`config.mk`:
```
export PLATFORM = sky130hd
export DESIGN_NAME = nr_frac_divider_flat
export DESIGN_NICKNAME = d
export VERILOG_FILES = /design/src/rtl/nr_div_pkg.sv /design/src/rtl/nr_frac_divider_if.sv /design/src/rtl/full_adder.sv /design/src/rtl/nr_addsub_row.sv /design/src/rtl/nr_frac_divider.sv /design/src/flat_wrapper.sv
export SDC_FILE = /design/constraint.sdc
export NUM_CORES = 1
export LEC_CHECK = 0
export ABC_AREA = 0
export CAP_MARGIN = 30
export CELL_PAD_IN_SITES_DETAIL_PLACEMENT = 1
export CELL_PAD_IN_SITES_GLOBAL_PLACEMENT = 1
export CORE_MARGIN = 5
export CORE_UTILIZATION = 41
export CTS_BUF_LIST = sky130_fd_sc_hd__clkbuf_4 sky130_fd_sc_hd__clkbuf_8 sky130_fd_sc_hd__clkbuf_16
export DETAILED_ROUTE_END_ITERATION = 12
export PLACE_DENSITY_LB_ADDON = 0.12
export SLEW_MARGIN = 0
export SYNTH_ARGS = -nofsm -noshare
export SYNTH_HDL_FRONTEND = slang
export SYNTH_SLANG_ARGS = --single-unit
```
`constraint.sdc`:
```
create_clock -name clk -period 8.5 [get_ports clk]
set_input_delay 2.125 -clock clk [delete_from_list [all_inputs] [get_ports clk]]
set_output_delay 2.125 -clock clk [all_outputs]
set_load 0.05 [all_outputs]
```
`src/rtl/nr_div_pkg.sv`:
```
// Shared types and sizing helpers for the non-restoring fixed-point divider.
package nr_div_pkg;

  // Controller states of the sequential divider
  typedef enum logic [1:0] {
    IDLE = 2'd0,
    CALC = 2'd1,
    CORR = 2'd2,
    DONE = 2'd3
  } state_t;

  // Default operand format Q8.8
  localparam int DEF_WIDTH = 16;
  localparam int DEF_FRAC  = 8;

  // Iteration count and counter width for the default format
  localparam int ITER_N     = DEF_WIDTH + DEF_FRAC;
  localparam int ITER_CNT_W = $clog2(ITER_N);

  // One iteration per bit of the pre-shifted dividend
  function automatic int iter_count(input int width, input int frac);
    return width + frac;
  endfunction

  // Counter must hold values 0 .. n-1
  function automatic int cnt_width(input int n);
    return (n > 1) ? $clog2(n) : 1;
  endfunction

endpackage

```
`src/rtl/nr_frac_divider_if.sv`:
```
// Start/ready request and result bundle for the fixed-point divider.
interface nr_frac_divider_if #(
  parameter int WIDTH = 16
);
  logic             start;
  logic [WIDTH-1:0] dividend;
  logic [WIDTH-1:0] divisor;
  logic             ready;
  logic             done;
  logic [WIDTH-1:0] quotient;
  logic [WIDTH-1:0] remainder;
  logic             overflow;
  logic             div_by_zero;

  // Requester side
  modport master (
    output start, dividend, divisor,
    input  ready, done, quotient, remainder, overflow, div_by_zero
  );

  // Divider side
  modport slave (
    input  start, dividend, divisor,
    output ready, done, quotient, remainder, overflow, div_by_zero
  );
endinterface

```
`src/rtl/full_adder.sv`:
```
// One-bit full adder cell shared with the multiplier layer array.
module full_adder (
  input  logic a,
  input  logic b,
  input  logic cin,
  output logic s,
  output logic cout
);
  assign s    = a ^ b ^ cin;
  assign cout = (a & b) | (cin & (a ^ b));
endmodule

```
`src/rtl/nr_addsub_row.sv`:
```
// Combinational (WIDTH+1)-bit controlled add/subtract row built from full adders.
// sub=1 computes p_shifted - d (two's complement via inverted d and carry-in 1),
// sub=0 computes p_shifted + d. qbit is the non-restoring quotient digit.
module nr_addsub_row #(
  parameter int WIDTH = 16
) (
  input  logic [WIDTH:0] p_shifted,
  input  logic [WIDTH:0] d,
  input  logic           sub,
  output logic [WIDTH:0] result,
  output logic           qbit
);
  // carry[gi] is the carry into bit gi; the carry out of the sign bit is discarded
  logic [WIDTH:0] carry;

  assign carry[0] = sub;

  generate
    for (genvar gi = 0; gi <= WIDTH; gi++) begin : g_cell
      if (gi < WIDTH) begin : g_fa
        full_adder u_fa (
          .a    (p_shifted[gi]),
          .b    (d[gi] ^ sub),
          .cin  (carry[gi]),
          .s    (result[gi]),
          .cout (carry[gi+1])
        );
      end else begin : g_msb
        // Sign bit: sum only, arithmetic is modulo 2^(WIDTH+1)
        assign result[gi] = p_shifted[gi] ^ (d[gi] ^ sub) ^ carry[gi];
      end
    end
  endgenerate

  assign qbit = ~result[WIDTH];
endmodule

```
`src/rtl/nr_frac_divider.sv`:
```
// Sequential radix-2 non-restoring divider for unsigned Q(WIDTH-FRAC).FRAC operands.
// Computes (dividend << FRAC) / divisor over WIDTH+FRAC iterations, followed by
// one remainder-correction cycle and a one-cycle done pulse.
module nr_frac_divider
  import nr_div_pkg::*;
#(
  parameter int WIDTH = DEF_WIDTH,
  parameter int FRAC  = DEF_FRAC
) (
  input  logic             clk,
  input  logic             rst_n,
  nr_frac_divider_if.slave bus
);

  localparam int N     = iter_count(WIDTH, FRAC);
  localparam int CNT_W = cnt_width(N);

  state_t             state_reg;
  logic [CNT_W-1:0]   cnt_reg;
  logic [WIDTH-1:0]   d_reg;
  logic [N-1:0]       dvd_reg;
  logic [N-1:0]       q_reg;
  logic [WIDTH:0]     p_reg;

  logic               ready_reg;
  logic               done_reg;
  logic [WIDTH-1:0]   quo_reg;
  logic [WIDTH-1:0]   rem_reg;
  logic               ovf_reg;
  logic               dbz_reg;

  logic [WIDTH:0]     row_p_in;
  logic [WIDTH:0]     row_d;
  logic               row_sub;
  logic [WIDTH:0]     row_result;
  logic               row_qbit;
  logic [WIDTH:0]     p_fix;
  logic               q_ovf;

  // The single add/sub row serves both the iteration step and the final
  // correction: in CORR it adds D to the unshifted remainder.
  assign row_p_in = (state_reg == CORR) ? p_reg : {p_reg[WIDTH-1:0], dvd_reg[N-1]};
  assign row_sub  = (state_reg == CORR) ? 1'b0 : ~p_reg[WIDTH];
  assign row_d    = {1'b0, d_reg};

  nr_addsub_row #(.WIDTH(WIDTH)) u_row (
    .p_shifted (row_p_in),
    .d         (row_d),
    .sub       (row_sub),
    .result    (row_result),
    .qbit      (row_qbit)
  );

  // Negative final remainder is restored by one addition of D
  assign p_fix = p_reg[WIDTH] ? row_result : p_reg;
  // Any quotient bit above WIDTH means the result does not fit
  assign q_ovf = |q_reg[N-1:WIDTH];

  // Controller, iteration datapath and registered outputs
  always_ff @(posedge clk or negedge rst_n) begin
    if (!rst_n) begin
      state_reg <= IDLE;
      cnt_reg   <= '0;
      d_reg     <= '0;
      dvd_reg   <= '0;
      q_reg     <= '0;
      p_reg     <= '0;
      ready_reg <= 1'b1;
      done_reg  <= 1'b0;
      quo_reg   <= '0;
      rem_reg   <= '0;
      ovf_reg   <= 1'b0;
      dbz_reg   <= 1'b0;
    end else begin
      done_reg <= 1'b0;
      case (state_reg)
        IDLE: begin
          if (ready_reg && bus.start) begin
            ready_reg <= 1'b0;
            ovf_reg   <= 1'b0;
            dbz_reg   <= 1'b0;
            if (bus.divisor == '0) begin
              // Divide by zero skips the iterations entirely
              quo_reg   <= '1;
              rem_reg   <= bus.dividend;
              dbz_reg   <= 1'b1;
              state_reg <= DONE;
            end else begin
              d_reg     <= bus.divisor;
              dvd_reg   <= {bus.dividend, {FRAC{1'b0}}};
              q_reg     <= '0;
              p_reg     <= '0;
              cnt_reg   <= CNT_W'(N - 1);
              state_reg <= CALC;
            end
          end
        end
        CALC: begin
          p_reg   <= row_result;
          q_reg   <= {q_reg[N-2:0], row_qbit};
          dvd_reg <= {dvd_reg[N-2:0], 1'b0};
          cnt_reg <= cnt_reg - 1'b1;
          if (cnt_reg == '0) begin
            state_reg <= CORR;
          end
        end
        CORR: begin
          p_reg     <= p_fix;
          rem_reg   <= p_fix[WIDTH-1:0];
          ovf_reg   <= q_ovf;
          quo_reg   <= q_ovf ? '1 : q_reg[WIDTH-1:0];
          state_reg <= DONE;
        end
        DONE: begin
          done_reg  <= 1'b1;
          ready_reg <= 1'b1;
          state_reg <= IDLE;
        end
        default: begin
          state_reg <= IDLE;
          ready_reg <= 1'b1;
        end
      endcase
    end
  end

  assign bus.ready       = ready_reg;
  assign bus.done        = done_reg;
  assign bus.quotient    = quo_reg;
  assign bus.remainder   = rem_reg;
  assign bus.overflow    = ovf_reg;
  assign bus.div_by_zero = dbz_reg;

endmodule

```
`src/flat_wrapper.sv`:
```
// flat-port wrapper written by rule: the top's interface ports become plain ports
module nr_frac_divider_flat import nr_div_pkg::*;
#(
  parameter int WIDTH = DEF_WIDTH,
  parameter int FRAC  = DEF_FRAC
)
  (clk, rst_n, bus_start, bus_dividend, bus_divisor, bus_ready, bus_done, bus_quotient, bus_remainder, bus_overflow, bus_div_by_zero);
  nr_frac_divider_if #(.WIDTH(WIDTH)) bus_i ();
  input  logic clk;
  input  logic rst_n;
  input wire logic [$bits(bus_i.start)-1:0] bus_start;
  input wire logic [$bits(bus_i.dividend)-1:0] bus_dividend;
  input wire logic [$bits(bus_i.divisor)-1:0] bus_divisor;
  output wire logic [$bits(bus_i.ready)-1:0] bus_ready;
  output wire logic [$bits(bus_i.done)-1:0] bus_done;
  output wire logic [$bits(bus_i.quotient)-1:0] bus_quotient;
  output wire logic [$bits(bus_i.remainder)-1:0] bus_remainder;
  output wire logic [$bits(bus_i.overflow)-1:0] bus_overflow;
  output wire logic [$bits(bus_i.div_by_zero)-1:0] bus_div_by_zero;
  assign bus_i.start = bus_start;
  assign bus_i.dividend = bus_dividend;
  assign bus_i.divisor = bus_divisor;
  assign bus_ready = bus_i.ready;
  assign bus_done = bus_i.done;
  assign bus_quotient = bus_i.quotient;
  assign bus_remainder = bus_i.remainder;
  assign bus_overflow = bus_i.overflow;
  assign bus_div_by_zero = bus_i.div_by_zero;
  nr_frac_divider #(.WIDTH(WIDTH), .FRAC(FRAC)) u_core (.clk(clk), .rst_n(rst_n), .bus(bus_i));
endmodule
```
# Word level (Yosys, flattened, before mapping)
# Index checks and enable logic that the tools add are counted.
# classes
n_addsub,1
mul,0
n_div,0
magnitude_cmp,0
eq_ne,7
shift,0
muxes,31
bitwise_logic,101
reduce_logical,17
# op_table
op,count
$mux 24,4
$pmux 24 s2,2
$mux 16,5
$mux 17,4
$pmux 16 s2,2
$pmux 17 s3,1
$xor 1x1->1,50
$and 1x1->1,32
$logic_not 16->1,1
$or 1x1->1,16
$reduce_and 3->1,4
$mux 5,2
$pmux 5 s2,1
$pmux 2 s4,1
$reduce_and 2->1,4
$reduce_or 8->1,1
$mux 2,3
$ne 2x1->1 const B,3
$reduce_bool 2->1,3
$logic_not 5->1,1
$sub 5x1->5 const B,1
$eq 2x2->1 const B,2
$mux 1,4
$pmux 1 s2,2
other kinds (6),8
# word_totals
regBits,124
latch_bits,0
ramBits,0
romBits,0
output_inout_bits,36
elab_cells,169
memories,0

# Logic depth before layout (Yosys ltp)
# depth
word_depth,39
ltp_mapped,26
depth_no_buf,23

# By module
# Synthesis repeated with hierarchy kept, for this count alone.
# unflattened
cells_unflattened,542
area_unflattened_um2,5898.2
# modules_own_cells
mod,instances,cells_per_inst,area_per_inst_um2,seq_area_each_um2
nr_frac_divider,1,504,5357.6,2904.0
full_adder,16,1,20.0,0.0
nr_addsub_row,1,22,220.2,0.0

# Worst setup path after synthesis
# No wires, ideal clock.
# synth_timing
path_type,register to register
from,register u_core.state_reg[0]
to,register u_core.p_reg[16]
setup_time_ns,0.065
t_arrival_ns,8.668
required_ns,8.435
path_slack_ns,-0.232
path_stages_with_launch,26
path_cell_list,dfrtp_1 inv_1 ha_1 clkbuf_1 clkbuf_1 buf_1 mux2_2 fa_1 fa_1 fa_1 fa_1 fa_1 fa_1 fa_1 fa_1 fa_1 fa_1 fa_1 fa_1 fa_1 fa_1 fa_1 xor2_1 or4b_2 a31oi_1 mux2_2
# synth_between
elab_chain_cells,39
elab_cells_between_ends,93
# synth_rtl
item,line,rtl
"start, declared",nr_frac_divider.sv:18,state_t state_reg;
"start signal, assigned",nr_frac_divider.sv:62,state_reg <= IDLE;
"start signal, assigned",nr_frac_divider.sv:87,state_reg <= DONE;
"start signal, assigned",nr_frac_divider.sv:94,state_reg <= CALC;
$eq 2x2->1,"nr_frac_divider.sv:42, nr_frac_divider.sv:43, nr_frac_divider.sv:76",
$mux 1,nr_frac_divider.sv:43,assign row_sub = (state_reg == CORR) ? 1'b0 : ~p_reg[WIDTH];
$xor 1x1->1,nr_addsub_row.sv:23,".b (d[gi] ^ sub),"
$xor 1x1->1,full_adder.sv:10,assign cout = (a & b) | (cin & (a ^ b));
$and 1x1->1,full_adder.sv:10,
$or 1x1->1,full_adder.sv:10,
$and 1x1->1,full_adder.sv:10,
$or 1x1->1,full_adder.sv:10,
[... 23 more ...],--,
$or 1x1->1,full_adder.sv:10,
$and 1x1->1,full_adder.sv:10,
$or 1x1->1,full_adder.sv:10,
$and 1x1->1,full_adder.sv:10,
$or 1x1->1,full_adder.sv:10,
$xor 1x1->1,nr_addsub_row.sv:30,assign result[gi] = p_shifted[gi] ^ (d[gi] ^ sub) ^ carry[gi];
$mux 17,nr_frac_divider.sv:55,assign p_fix = p_reg[WIDTH] ? row_result : p_reg;
$pmux 17 s3,nr_frac_divider.sv:76,case (state_reg)
"end signal, assigned",nr_frac_divider.sv:99,p_reg <= row_result;
"end signal, assigned",nr_frac_divider.sv:108,p_reg <= p_fix;
"end, declared",nr_frac_divider.sv:23,logic [WIDTH:0] p_reg;
# Several ways; a longest one is shown, not always the timed one.
# A chain may end at the register's enable or synchronous reset.

# Final worst setup path
# Same ends and word-level chain as after synthesis.

==> key figures <==
Synthesis
  • Post-Synth XOR/XNOR Area: 2.67%
  • Cell variety after synth: 49
  • Sequential share of the synthesized area: 46.6%
  • Post-synthesis compound-gate area fraction: about a tenth
  • Mux cell area share after synthesis: between 20% and 30%
  • Yosys top cell area share: about 46%
  • Mapped Cells: around 550
  • Mapped cell area: approximately 6200 um^2
  • Primary FF master, synth: dfrtp_1
  • Syn nets: around 610
  • Most frequent cell after synthesis: dfrtp_1
  • List of most frequent post-synthesis cells: 115 x dfrtp_1, 59 x mux2_2, 50 x mux2i_1, 40 x inv_1
  • Fraction of registers with async set/reset: 100%
  • Synth Area per Inst: between 10 and 15 um^2
  • Largest family of logic cells by synthesized area: multiplexers
  • Yosys warns: 0
  • Post-synth EDFFs: 0
  • Number of synthesized register bits: roughly 120
  • Adder-cell area share of the yosys netlist: 6.22%
  • Post-Synth Simple-Gate Area: 8.67%
  • Area leader, netlist: dfrtp_1
  • Area contributors post-synth: dfrtp_1 46%, mux2_2 11%, mux2i_1 8.0%

Detailed routing
  • Number of routed nets with antenna violations: 0
  • DRC Markers: 0
  • Vias per cell: around 5.3
  • DRT iter0 DRCs: approximately 180
  • Vias: 4352
  • Final wirelength: 15200 um
  • Routed WL per cell: 18.6 um
  • First-pass DRT Iterations: 4

STA
  • RSZ-0062 raised after global routing: false
  • Slew Limit Headroom: about two fifths
  • Worst Skew: 9.58 ps
  • Hold slack final: between 400 and 500 ps
  • Final hold vios: 0
  • Slew Limit Fails: 0
  • Tmin final: approximately 8300 ps
  • Final TNS setup: 0 ps
  • Fmax: approximately 120 MHz
  • Final setup vio count: 0
  • Slew @ Worst Pin: 891 ps
  • Final worst-path cycle share: a little over nine tenths

Power and ir drop
  • PwrDens: 444 nW/um^2
  • Total power: ~3400 uW
  • Leakage: roughly 0.0034 uW
  • Worst vdd ir: roughly 0.23 mV

Final layout
  • N_diodes: 0
  • P&R area growth vs syn: 24.6%
  • Max reg flops: 24
  • Final core utilization: 51.5%
  • Nets: a little under 700
  • Layout cell share with drive strength beyond 1: around a fifth

Worst setup path
  • WS Path Type: reg -> reg
  • Crit path max fanout: 7
  • Largest stage delay on the critical path: 640 ps
  • CP required: slightly below 9000 ps
  • CP most frequent cell: fa_1
  • Worst Setup End Kind: register
  • Worst Setup Start Kind: register
  • CP cell instances: inv_2 > ha_4 > mux2_2 > fa_1 > fa_1 > fa_1 > fa_1 > fa_1 > fa_1 > fa_1 > fa_1 > fa_1 > fa_1 > fa_1 > fa_1 > fa_1 > fa_2 > fa_2 > xor2_1 > or4b_2 > a31oi_1 > mux2_2
  • CP arrival: around 8600 ps
  • Crit-path slowest cell: or4b_2

Placed design
  • Dpl hpwl: about 10000 um
  • GP Congestion: 0.769
  • PortBufs: 70

GRT
  • Number of global-route vias before repair: between 4000 and 5000
  • First-pass GRT wire length: around 26000 um
  • Global Route met1 Usage: approximately 25%
  • Global-route layer with the greatest usage: met2
  • Grt met2 use: 28.5%
  • Largest net degree at the start of global routing: between 70 and 80
  • Antenna violations before repair: 0
  • Overall global routing resource usage: between 10% and 20%
  • Global route overflow: 0
  • Met3 Use GR: 4.53%

Die
  • Starting Density: approximately two fifths
  • Die Span X: roughly 130 um
  • Row cnt: 45
  • I/O pin cnt: 71
  • Die area: roughly 18000 um^2
  • Die H: 133 um
  • Core ar.: 15100 um^2

Clocking
  • Reg clk slew, reported paths: 60 ps
  • Clk buf depth: 2
  • Total CTS buffers: 17
  • Clock Sinks: between 100 and 150
  • TritonCTS clock tree: yes
  • CTS root buf: clkbuf_16
  • Worst-Skew Late Latency: around 420 ps
  • H-tree levels: 4

Worst hold path
  • Min-Delay Path Class: reg -> reg

Run status
  • Status: finished, final reports clean

Run
  • Max-Cap Viols: 0
[worst paths after layout]
check,startpoint,slack [ps],cells past startpoint,to
setup / recovery,u_core.state_reg[0],250,22,u_core.p_reg[16]
hold / removal,u_core.cnt_reg[0],480,1,u_core.cnt_reg[0]
setup reg to reg,u_core.state_reg[0],250,22,u_core.p_reg[16]
hold reg to reg,u_core.cnt_reg[0],480,1,u_core.cnt_reg[0]
max in group asynchronous,rst_n,5460,2,u_core.dvd_reg[21]
min in group asynchronous,rst_n,1710,1,u_core.d_reg[7]
[per-layer routing]
layer	up-vias	wire length (um)
met5	-	0
met4	0	253
met3	21	499
met2	71	7150
met1	2218	7290
li1	2042	-
[through the flow]
stage / std cells / setup WS (ps) / cell area [um^2]
after global placement: 784 / 197 / 7120
after floorplan: 549 / 28.2 / 6250
final: 817 / 247 / 7770
after global routing: 817 / 17.9 / 7770
after detailed placement: 785 / 61.2 / 7130
after CTS: 817 / 61.8 / 7750
[cell usage in the layout, fill, tap and decap left out, drive strengths merged, types with 2 or more instances in the layout]
| master | n |
|---|---|
| a22oi | 5 |
| a21boi | 2 |
| a22o | 24 |
| xor2 | 18 |
| buf | 12 |
| ha | 7 |
| o21ai | 29 |
| and3 | 2 |
| mux2i | 50 |
| nand3 | 8 |
| inv | 41 |
| clkinvlp | 4 |
| clkdlybuf4s50 | 69 |
| clkbuf | 19 |
| clkinv | 4 |
| nor2 | 39 |
| nand2 | 39 |
| dfrtp | 115 |
| nor3b | 4 |
| or4b | 2 |
| nor4 | 6 |
| fa | 15 |
| o22ai | 2 |
| bufinv | 4 |
| mux2 | 71 |
| a21oi | 19 |
[layout make-up]
class,instances,area [um^2]
Tap cell,188,235
Fill cell,1612,7320
Clock buffer,19,440
Sequential cell,116,2900
Clock inverter,13,183
Inverter,40,150
Multi-Input combinational cell,360,3070
Timing Repair Buffer,81,788
[repair_timing]
action / 4_1_cts / 5_1_grt
hold buffers: 0 / 0
setup endpoints to repair: 0 / 1
endpoints found under the hold margin: 0 / 0
gates resized for setup: 0 / 4
setup buffers: 0 / 0
[cells by family (layout without fill, tap and decap cells)]
family                   after synthesis  after routing
multiplexers                         121            121
flip-flops                           116            116
AND/OR/NAND/NOR                      107            107
AO/OA/AOI/OAI                         91             91
buffers and inverters                 73            153
adder cells (fa/ha/maj)               22             22
XOR/XNOR                              19             19
[critical path, delay by kind of cell (launching register included)]
| family | cells | cell delay, ps |
|---|---|---|
| adder cells (fa/ha/maj) | 16 | 6100 |
| AND/OR/NAND/NOR | 1 | 640 |
| multiplexers | 2 | 530 |
| flip-flops | 1 | 410 |
| XOR/XNOR | 1 | 200 |
| AO/OA/AOI/OAI | 1 | 170 |
| buffers and inverters | 1 | 110 |
[report_power, final]
| group | internal [uW] | leakage, uW | switching [uW] |
|---|---|---|---|
| combinational | 716 | 0.00167 | 1060 |
| clock | 495 | 0.000296 | 263 |
| sequential | 766 | 0.00143 | 145 |
| total | 1980 | 0.00340 | 1470 |
Note: power is estimated with default switching activity, not from simulation.
==> RTL change: new RTL, same settings <==
`DEF_WIDTH`: 16 -> 8.
--- a/src/rtl/nr_div_pkg.sv
+++ b/src/rtl/nr_div_pkg.sv
@@ -10,7 +10,7 @@
   } state_t;
 
   // Default operand format Q8.8
-  localparam int DEF_WIDTH = 16;
+  localparam int DEF_WIDTH = 8;
   localparam int DEF_FRAC  = 8;
 
   // Iteration count and counter width for the default format
Ports: changed (resized bus_dividend, bus_divisor, bus_quotient and bus_remainder); port bits go from 71 to 39. No check against the original RTL was run, so the function may have changed too.
==> RTL change against the original RTL <==
- sequential cell count is 49 lower
- worst setup slack better by 3.0 ns
- cell area is 44% lower
- area after synthesis is 41% lower
- die area is 38% lower
- routed wire length is 46% lower
- core utilization is 1.9 points lower
- total power is 50% lower
- critical path type unchanged
- critical endpoint is now u_core.p_reg[8]
- largest power group unchanged
==> RTL change: results (changes against the original RTL) <==
.. list-table::
   :header-rows: 1

   * - Metric
     - Value
   * - CP Data Arrival Time
     - 5.45 ns (-3.16 ns)
   * - Flip-flop count of the largest register, all copies and words added
     - 16 (-33%)
   * - Result of the run
     - complete, no violations
   * - Number of non-filler instances in the completed layout
     - 516 (-37%)
   * - Estimated wirelength of the detail-placed design
     - 5630 um (-46%)
   * - Cell Area, Placed
     - 4100 sq um (-42%)
   * - Maximum resistive drop on vdd
     - 0.000173 V (-26%)
   * - Total Nets Final
     - 435 (-35%)
   * - Dpl ws
     - 3.26 ns (+3.20 ns)
   * - Slowest cell on the critical path
     - nor2_1
   * - Worst rel slew slack
     - 0.417 (+0.0106)
   * - Clock transition at path regs
     - 0.08 ns (+0.02 ns)
   * - Post-synthesis sequential area ratio
     - 0.456 (-0.00963)
   * - Global-route wire length before repair
     - 14400 um (-44%)
   * - CP Max Fanout
     - 38 (+31)
   * - # fillers
     - 986 (-39%)
   * - Count of routing violations after the opening detailed-route iteration
     - 107 (-42%)
   * - Worst reg2reg endpoint
     - u_core.p_reg[8]
   * - Vias in the first global route
     - 2839 (-41%)
   * - Unique masters post-synth
     - 41 (-16%)
   * - Most frequent cells after synthesis
     - dfrtp_1 (66), nand2_1 (63), inv_1 (41)
   * - Final-layout worst hold slack
     - 0.481 ns (+0.00437 ns)
   * - Number of H-tree levels
     - 3 (-1)
   * - Net count of the mapped netlist
     - 404 (-33%)
   * - Cells taking the most area after synthesis
     - dfrtp_1 (45%), mux2i_1 (8.2%), nand2_1 (6.4%)
   * - Post-synthesis cell count
     - 372 (-32%)
RTL change: changes by cell type after synthesis, moves of 10 or more:
cell and delta:
mux2_2 -39, xor2_1 -10, mux2_1 -12, o21ai_0 -10
mux2i_1 -20, dfrtp_1 -49, nor2_1 -28, a22o_1 -22
nand2_1 +24
RTL change: layer usage:
layer,up-vias,track usage,share of wire
li1,1298,-,-
met1,1348,0.219,0.51
met2,36,0.249,0.45
met3,5,0.0351,0.030
met4,0,0.0438,0.0089
met5,-,0,0
RTL change: logic make-up (layout without fill, tap and decap cells):
group	after synthesis	in the layout	share of synthesized area
adder cells (fa/ha/maj)	13	13	0.0585
flip-flops	67	67	0.456
XOR/XNOR	11	11	0.0262
buffers and inverters	64	100	0.0785
multiplexers	51	51	0.147
AO/OA/AOI/OAI	63	63	0.111
AND/OR/NAND/NOR	103	103	0.123
RTL change: worst max-delay path by stage:
stage,start,end,slack (ns)
6_report,u_core.state_reg[0],u_core.p_reg[8],3.28
5_1_grt,u_core.state_reg[0],u_core.p_reg[8],2.95
4_1_cts,u_core.state_reg[0],u_core.p_reg[8],3.25
3_5_place_dp,u_core.state_reg[0],u_core.p_reg[8],3.26
3_3_place_gp,u_core.state_reg[0],u_core.p_reg[8],3.42
2_1_floorplan,u_core.state_reg[0],u_core.p_reg[8],3.59
RTL change: where the power goes:
group	internal (mW)	switching [mW]	total [mW]
clock network	0.169	0.131	0.300
logic	0.362	0.558	0.920
registers	0.423	0.0783	0.501
RTL change: area by class of cell:
type / count / area, sq um / share of cell area
well taps: 108 / 135 / 0.0313
flip-flops and latches: 67 / 1680 / 0.388
inverters: 41 / 154 / 0.0356
repair buffers: 43 / 413 / 0.0955
multi-input cells: 241 / 1720 / 0.398
clock inverters: 6 / 90.1 / 0.0208
clock buffers: 10 / 131 / 0.0304
RTL change: critical path, delay by kind of cell (launching register included):
| family | cells | cell delay (ns) |
|---|---|---|
| AOI/OAI and AO/OA | 1 | 0.11 |
| muxes | 1 | 0.27 |
| xor gates and xnor gates | 2 | 0.37 |
| adders and majority gates | 8 | 2.78 |
| and+or+nand+nor | 2 | 0.70 |
| DFF | 1 | 0.40 |
| buffers and inverters | 4 | 0.48 |
